--- src/rtl/lockable_reg_bank.sv ---
// lockable_reg_bank: NUM_REGS configuration registers with per-register sticky
// lock bits plus a global lock-all. Writes to locked or out-of-range targets
// are dropped and flagged with wr_err; accepted writes pulse wr_ack.
// Optional build macro LOCKREG_VIOLATION_LOG_EN adds a rejected-write log
// (viol_count / viol_addr / viol_valid).

// One register plus its sticky lock bit. Write qualification is done by the
// bank so the cell stays a plain storage element.
module lockable_reg_cell #(
   parameter int                DATA_W    = 8,
   parameter logic [DATA_W-1:0] RESET_VAL = '0
) (
   input  logic              clk,
   input  logic              rst,
   input  logic              we,
   input  logic [DATA_W-1:0] wdata,
   input  logic              lock_req,
   output logic [DATA_W-1:0] q,
   output logic              locked
);

   // data register and lock bit; the lock only ever sets until reset
   always_ff @(posedge clk) begin
      if (rst) begin
         q      <= RESET_VAL;
         locked <= 1'b0;
      end else begin
         if (we) q <= wdata;
         locked <= locked | lock_req;
      end
   end

endmodule

module lockable_reg_bank #(
   parameter int                NUM_REGS  = 4,
   parameter int                DATA_W    = 8,
   parameter int                ADDR_W    = 2,
   parameter logic [DATA_W-1:0] RESET_VAL = '0
) (
   input  logic                clk,
   input  logic                rst_n,        // active-high synchronous reset
   input  logic                wr_en,
   input  logic [ADDR_W-1:0]   wr_addr,
   input  logic [DATA_W-1:0]   wr_data,
   input  logic                lock_set,
   input  logic [NUM_REGS-1:0] lock_mask,
   input  logic                lock_all,
   input  logic [ADDR_W-1:0]   rd_addr,
   output logic [DATA_W-1:0]   rd_data,
   output logic [NUM_REGS-1:0] lock_status,
   output logic                wr_err,
   output logic                wr_ack
`ifdef LOCKREG_VIOLATION_LOG_EN
   ,
   output logic [7:0]          viol_count,
   output logic [ADDR_W-1:0]   viol_addr,
   output logic                viol_valid
`endif
);

   logic [NUM_REGS-1:0]             wr_sel;
   logic [NUM_REGS-1:0]             rd_sel;
   logic [NUM_REGS-1:0][DATA_W-1:0] q;
   logic [DATA_W-1:0]               rd_next;
   logic                            addr_ok;
   logic                            tgt_locked;
   logic                            accept;
   logic                            reject;

   // one-hot address decode; an address past NUM_REGS decodes to all zeros,
   // which makes it both out of range for writes and zero for reads
   always_comb begin
      wr_sel = '0;
      rd_sel = '0;
      for (int i = 0; i < NUM_REGS; i++) begin
         wr_sel[i] = (wr_addr == ADDR_W'(i));
         rd_sel[i] = (rd_addr == ADDR_W'(i));
      end
   end

   // write qualification uses the lock bits held before this edge, so a lock
   // and a write to the same register in one cycle lets the write through
   assign addr_ok    = |wr_sel;
   assign tgt_locked = |(wr_sel & lock_status);
   assign accept     = wr_en & addr_ok & ~tgt_locked;
   assign reject     = wr_en & ~accept;

   for (genvar g = 0; g < NUM_REGS; g++) begin : g_reg
      lockable_reg_cell #(
         .DATA_W    (DATA_W),
         .RESET_VAL (RESET_VAL)
      ) u_cell (
         .clk      (clk),
         .rst      (rst_n),
         .we       (accept & wr_sel[g]),
         .wdata    (wr_data),
         .lock_req ((lock_set & lock_mask[g]) | lock_all),
         .q        (q[g]),
         .locked   (lock_status[g])
      );
   end

   // read mux from the pre-edge register values (read-during-write sees old data)
   always_comb begin
      rd_next = '0;
      for (int i = 0; i < NUM_REGS; i++)
         if (rd_sel[i]) rd_next = q[i];
   end

   // registered read data and write response pulses
   always_ff @(posedge clk) begin
      if (rst_n) begin
         rd_data <= '0;
         wr_ack  <= 1'b0;
         wr_err  <= 1'b0;
      end else begin
         rd_data <= rd_next;
         wr_ack  <= accept;
         wr_err  <= reject;
      end
   end

`ifdef LOCKREG_VIOLATION_LOG_EN
   // rejected-write log: saturating count plus address of the first rejection
   always_ff @(posedge clk) begin
      if (rst_n) begin
         viol_count <= '0;
         viol_addr  <= '0;
         viol_valid <= 1'b0;
      end else if (reject) begin
         if (viol_count != 8'hFF) viol_count <= viol_count + 8'd1;
         if (!viol_valid) begin
            viol_addr  <= wr_addr;
            viol_valid <= 1'b1;
         end
      end
   end
`endif

endmodule
--- config.mk ---
export PLATFORM = sky130hd
export DESIGN_NAME = lockable_reg_bank
export DESIGN_NICKNAME = d
export VERILOG_FILES = /design/src/rtl/lockable_reg_bank.sv
export SDC_FILE = /design/constraint.sdc
export NUM_CORES = 1
export LEC_CHECK = 0
export CAP_MARGIN = 20
export CORE_ASPECT_RATIO = 2
export CORE_MARGIN = 2
export CORE_UTILIZATION = 35
export DETAILED_ROUTE_END_ITERATION = 10
export MAX_ROUTING_LAYER = met4
export PLACE_DENSITY = 0.67
export SETUP_SLACK_MARGIN = 0.2
export SLEW_MARGIN = 10
export SYNTH_ARGS = -nofsm -noshare
export SYNTH_HDL_FRONTEND = slang
export SYNTH_HIERARCHICAL = 1
export SYNTH_SLANG_ARGS = --single-unit
export TNS_END_PERCENT = 30
--- constraint.sdc ---
create_clock -name clk -period 1.3 [get_ports clk]
set_input_delay 0.26 -clock clk [delete_from_list [all_inputs] [get_ports clk]]
set_output_delay 0.26 -clock clk [all_outputs]
set_load 0.02 [all_outputs]
# Word-level counts from Yosys, hierarchy flattened
# Index checks and enable logic that the tools add are counted.
# word_totals
inputBits	21
regBits	46
output_inout_bits	14
# classes
n_mux	4
n_reduce_logical	4
bitwise	22
n_eq_ne	6
# ops
op	n
$mux W8	4
$and A1 B1 Y1	11
$eq A2 B2 Y1 const B	4
$or A1 B1 Y1	8
$reduce_or A4 Y1	2
$and A4 B4 Y4	1
$eq A2 B1 Y1 const B	2
$logic_not A2 Y1	2
$not A1 Y1	2

# Longest topological paths before layout
# logic_depth
depth_word	7
ltp_mapped	5

# Cells and area by module
# The synthesis kept the hierarchy.
# modules_own_cells
module	seq_area_each_um2	area_each_um2	n_inst	cells_per_inst
lockable_reg_cell	180.2	314.1	4	29
lockable_reg_bank	200.2	555.5	1	52

# Worst setup path after synthesis
# No wires, ideal clock.
# synth_timing
path_kind	reg-to-reg
start	register g_reg[1].u_cell.locked
end	register g_reg[1].u_cell.q[0]
path_stages_with_launch	5
setup_slack_ps	79
arrival_time_ps	1105
path_buffers	1
synth_period_minus_slack_ps	1221
path_cell_list	dfxtp_1 -> nor4bb_1 -> buf_6 -> mux2i_1 -> nor2_1
# synth_between
elab_chain_cells	5
# synth_rtl
element	line_no	rtl
start, declared	19	output logic locked
start signal, assigned	29	locked <= locked | lock_req;
$and A4 B4 Y4	85	assign tgt_locked = |(wr_sel & lock_status);
$reduce_or A4 Y1	85	
$not A1 Y1	86	assign accept = wr_en & addr_ok & ~tgt_locked;
$and A1 B1 Y1	86	
$and A1 B1 Y1	96	.we (accept & wr_sel[g]),
end signal, assigned	28	if (we) q <= wdata;
end, declared	18	output logic [DATA_W-1:0] q,
# Every way passes these cells.
# A chain may end at the register's enable or synchronous reset.

# Final worst setup path
# layout_timing
start	register g_reg[1].u_cell.locked
end	register g_reg[1].u_cell.q[6]
# The elaborated chain is that of the path after synthesis.

==> run summary <==
Post-synthesis cell type count: 18
Share of layout cells above drive strength 1: 0.237
Hold depth: 2
Post-CTS Setup Bufs: 0
H-tree levels: 2
Pin count of the biggest net entering global routing: 29
CTS tree: yes
Top delay family on crit path: flip-flops
Reg clk slew, reported paths: 0.08 ns
Dominant synthesized flop cell: dfxtp_1
Fillers: 483
Reg2Reg Setup Slack: 0.06 ns
Crit path buffers/inverters: 1
ANT cells: 0
Post-DRT Antenna Nets: 0
Number of flops mapped to enable cells by yosys: 0
Syn. warnings: 6
Final worst setup slack: 0.0631 ns
Clock root cell: clkbuf_8
GP Congestion: 0.668
Top cell type's share of synthesized area: 0.508
Fin crit period: 1.24 ns
Async SR Flop Fraction: 0
Grt ovf: 0
Nets: 231
Worst-margin pin slew: 0.280 ns
Peak Freq: 808 MHz
Final std cells w/o fill: 269
Yosys reg bits: 46
Register area share after synthesis: 0.508
Top-count cell post-synth: mux2i_1
Max-Slew Margin vs Limit: 0.813
# setup viols final: 0
Critical path peak fanout: 8
Die span in y: 106 µm
Ranking of synthesized cells by area: dfxtp_1 51%, mux2i_1 27%, nor2_1 8.3%
Critical path launch point: g_reg[1].u_cell/locked
Maxcap violations: 0
Max Slew Vio Count: 0
Hpwl dp: 2600 µm
Number of I/O port buffers: 34
Max Buffers Root-to-Sink: 2
Die width: 54.9 µm
Clock sink count: 46
Vias after detailed routing: 1,316
DR iter-0 viols: 35
Core ar.: 5050 µm²
Vias in the first global route: 1,286
Insertion delay to the later sink of the worst-skew pair: 0.30 ns
Final Skew: 0.00894 ns
Number of cells after detailed placement: 261
WP data required: 1.48 ns
Mapped Cells: 168
Number of cells on the critical path: 4
CTS Buf Count: 5
Power per Cell Area: 1240 nW/µm²
RR Endpoint: g_reg[1].u_cell/q[6]
Std-Cell Rows: 37
Die area: 5800 µm²
R2R depth: 4
Crit. End Element: flip-flop
Initial Util: 0.359
Average cell area after synthesis: 10.8 µm²
Tot GR Track Use: 0.147
CP Data Arrival Time: 1.42 ns
Routed Wire Length: 3780 µm
HP Start: wr_en
First-pass GRT wire length: 6100 µm
CP Launch Type: flip-flop
Ports: 35
Worst vdd ir: 1.37 mV
CP max stage cell: dfxtp_4
DR vias/cell: 4.89
Drt drc: 0
Status: finished, final reports clean
Tcrit/Tclk final: 0.951
Register Area: 933 µm²
Worst slack, placed: -0.455 ns
RSZ-0062 raised after global routing: true
Hold EP: wr_ack
Leading area contributor after synthesis: dfxtp_1
Drt first pass iters: 4
Critical path class: reg2reg
Post-Syn Nets: 189
Leak pwr: 0.000965 µW
WHS: 0.406 ns
DR WL/cell: 14.0 µm
Hold crit path type: in2reg
Synth top cells by count: 48 x mux2i_1, 46 x dfxtp_1, 40 x nor2_1
Final Hold Viols: 0
Worst R2R Start: g_reg[1].u_cell/locked
Area Overhead vs Synth: 33.7%
Multi-input gate area: 858 µm²
Post-Syn Area: 1810 µm²
CP max stage delay: 0.37 ns
CP cell instances: nor4bb_4, buf_12, mux2i_2, nor2_1
Initial antenna violation count: 0
==> cell usage in the layout (no fill, tap or decap), drive strengths merged, types with 2 or more instances in the layout <==
| cell type | netlist | layout |
|---|---|---|
| clkdlybuf4s50 | 0 | 17 |
| buf | 12 | 26 |
| dfxtp | 46 | 46 |
| nor3b | 2 | 2 |
| mux2i | 48 | 48 |
| clkbuf | 0 | 7 |
| o22ai | 8 | 8 |
| nor2 | 40 | 40 |
| a21o | 4 | 4 |
| clkdlybuf4s15 | 0 | 3 |
==> how the worst max path moves through the flow <==
stage                           end
2_1_floorplan  g_reg[1].u_cell/q[0]
3_3_place_gp   g_reg[3].u_cell/q[5]
3_5_place_dp   g_reg[0].u_cell/q[3]
4_1_cts        g_reg[1].u_cell/q[5]
5_1_grt        g_reg[1].u_cell/q[6]
6_report       g_reg[1].u_cell/q[6]
==> metrics by stage <==
stage / cell area (µm²) / power [µW] / TNS [ns] / utilization
detailed placement: 2310 / 1860 / -14.99 / 0.458
finish: 2420 / 3000 / 0 / 0.480
floorplan: 1850 / 1690 / 0 / -
global route: 2420 / 3110 / 0 / 0.480
global placement: 2310 / 1850 / -13.93 / 0.458
CTS: 2380 / 3030 / 0 / 0.472
==> cells by family (layout without fill, tap and decap cells) <==
kind of cell           after synthesis  after routing  share of synthesized area
multiplexers                        49             49                      0.278
AO/OA/AOI/OAI                       12             12                     0.0442
AND/OR/NAND/NOR                     49             49                      0.121
buffers and inverters               12             55                     0.0490
flip-flops                          46             46                      0.508
==> layer usage <==
metal  vias to the layer above  track usage  part of all wire
met5                         -            -                 0
met4                         0       0.0482             0.015
met3                         5       0.0368             0.057
met2                        33        0.236              0.49
met1                       616        0.172              0.43
li1                        662            -                 -
==> registers in the layout, indices dropped and copies added (netlist names) <==
| name | count |
|---|---|
| g.u_cell/q | 32 |
| wr_err | 1 |
| wr_ack | 1 |
| rd_data | 8 |
| g.u_cell/locked | 4 |
==> what timing repair did <==
item,4_1_cts,5_1_grt
hold endpoints to repair,0,0
hold buffers,0,0
resized for setup,62,14
setup endpoints to repair,50,44
pin swaps,2,4
==> power by group <==
part	switching [µW]	internal, µW
clock network	491	693
logic	161	181
registers	26.6	1450
total	678	2330
==> area by class of cell <==
| class | instances | area share |
|---|---|---|
| multi-input cells | 110 | 0.354 |
| flip-flops and latches | 46 | 0.385 |
| well taps | 58 | 0.0300 |
| repair buffers | 47 | 0.176 |
| clock buffers | 6 | 0.0387 |
| clock inverters | 2 | 0.0160 |
Note: power is estimated with default switching activity, not from simulation.
==> RTL change (same settings) <==
The parameter `NUM_REGS` goes from 4 to 3.
--- a/src/rtl/lockable_reg_bank.sv
+++ b/src/rtl/lockable_reg_bank.sv
@@ -34,5 +34,5 @@
 
 module lockable_reg_bank #(
-   parameter int                NUM_REGS  = 4,
+   parameter int                NUM_REGS  = 3,
    parameter int                DATA_W    = 8,
    parameter int                ADDR_W    = 2,
Ports: changed (resized lock_mask and lock_status); port bits go from 35 to 33. The function was not compared with the original's and may differ.
==> RTL change against the original RTL <==
  * Design area is 13% lower
  * Clock power is 35% lower
  * Synthesized area is 12% lower
  * Fmax is 1.9% higher
  * First-iteration DRC count is 77% lower
  * Setup slack better by 0.023 ns
  * Power is 24% lower
  * Combinational power is 2% lower
  * Sequential cell count is 9 lower
  * Critical path depth stayed put
  * Routed wire length is 9.3% lower
  * Highest routed layer unchanged
==> RTL change: results (changes against the original RTL) <==
- Status: complete, no violations
- Fill cell count: 419 (-13%)
- CTS root buf: clkbuf_8
- Port Buf Inserts: 32 (-5.9%)
- Clock Path Buffers: 2 (unchanged)
- Mux contribution to synthesized area: 15.1% (-13 points)
- Met2 wire len: 1850 um (-0.70%)
- M3 GR Usage: 3.15% (-0.53 points)
- Hold Crit Class: in2reg
- Ys async rst share: 0% (unchanged)
- First-pass GRT wire length: 5490 um (-10%)
- H-tree depth: 2 (unchanged)
- GP Congestion: 0.744 (+11%)
- Met1 GRT Util: 14.5% (-2.7 points)
- Met2 GRT Util: 26.1% (+2.6 points)
- Adder-cell area share of the yosys netlist: 0% (unchanged)
- Register area share after synthesis: 46.5% (-4.3 points)
- ANT cells: 0 (unchanged)
- Post-Route M1 WL: 1350 um (-18%)
- Pin count of the biggest net entering global routing: 25 (-14%)
- Post-Syn Nets: 167 (-12%)
- Starting DRT DRC Count: 8 (-77%)
- Syn avg cell area: 10.8 um2 (+0.47%)
- Largest family of logic cells by synthesized area: simple AND/OR/NAND/NOR gates
- Synth Area in XOR/XNOR: 0% (unchanged)
- Final HPWL DP: 2460 um (-5.4%)
- Number of global-route vias before repair: 1188 (-7.6%)
- Avg WL per Cell: 14.3 um (+1.6%)
- Yosys Warn Count: 6 (unchanged)
- Leak pwr: 0.000793 uW (-18%)
- Rel. slew slack: 78.5% (-2.8 points)
- All-Layer GR Usage: 14.8% (+0.17 points)
- Compound-Gate Fraction of Synth Area: 15.4% (+11 points)
- Reg clk slew, reported paths: roughly 0.07 ns
- Total iterations of the first detailed-routing run: 4 (unchanged)
- Largest regs: g.u_cell/q (24), rd_data (8), g.u_cell/locked (3)
- Finished Layout Cells: 240 (-11%)
- Top Metal Used: met4
- Netlist cell types: 17 (-1)
- Placement Cell Area: 2030 um2 (-12%)
- Met3 WL: 143 um (-33%)
- Post-synth top cells: 37 x dfxtp_1, 30 x nor2_1, 24 x mux2i_1
- Crit path max fanout: 8 (unchanged)
- Routed vias/inst: 4.84 (-1.1%)
- Placed Cells incl. Taps: 231 (-11%)
- Final Skew: 0.00704 ns (-0.00191 ns)
- Layout cells sized above 1: 28.5% (+4.8 points)
- Number of antenna violations at the first check in global routing: 0 (unchanged)
- Ranking of synthesized cells by area: dfxtp_1 47%, mux2i_1 15%, a211oi_2 13%
- Arrival time worst endpoint: 1.39 ns (-0.03 ns)
- Clock Latency Late Sink: around 0.29 ns
- VDD IR max: 697 uV (-49%)
- Layout net count: 205 (-11%)
RTL change: cell count changes after synthesis, moves of 8 or more:
cell      delta
mux2i_1     -24
a211oi_2    +17
nor2_1      -10
dfxtp_1      -9
nand2b_1     +8
o22ai_1      -8
RTL change: where the power goes:
group          leakage (uW)  total, uW  switching (uW)  internal, uW
sequential         0.000303       1200            24.0          1180
combinational      0.000446        335             163           172
clock             0.0000450        763             391           371
RTL change: metrics by stage:
step	util, %	setup WS, ns
after detailed placement	46.4	-0.498
after global placement	46.4	-0.402
after CTS	47.8	0.0470
after global routing	48.1	0.0106
after floorplan	-	0.148
final	48.1	0.0857
RTL change: worst paths after layout:
path,startpoint,to,slack (ns),cells past startpoint
worst min register to register,g_reg[0].u_cell/q[5]$_SDFFE_PP0P_,g_reg[0].u_cell/q[5]$_SDFFE_PP0P_,0.49,2
worst max register to register,g_reg[1].u_cell/locked$_SDFF_PP0_,g_reg[1].u_cell/q[6]$_SDFFE_PP0P_,0.09,4
worst max-delay path,g_reg[1].u_cell/locked$_SDFF_PP0_,g_reg[1].u_cell/q[6]$_SDFFE_PP0P_,0.09,4
worst min-delay path,wr_addr[0],wr_err$_SDFF_PP0_,0.42,3
RTL change: critical path, cell delays in order, from the launching register on:
cell	delay, ns
dfxtp_4	0.36
nor4bb_4	0.31
buf_12	0.18
mux2i_1	0.18
nor2_1	0.06
RTL change: timing repair:
item	4_1_cts	5_1_grt
pin swaps	2	4
buffers inserted	0	1
endpoints found under the setup margin	47	42
hold buffers	0	0
gates resized for setup	37	9
RTL change: area by class of cell:
class | count | share of cell area, %
clock buffer | 6 | 3.44
multi-input combinational | 99 | 37.9
timing repair buffer | 42 | 19.6
tap | 54 | 3.20
clock inverter | 2 | 0.474
sequential | 37 | 35.4
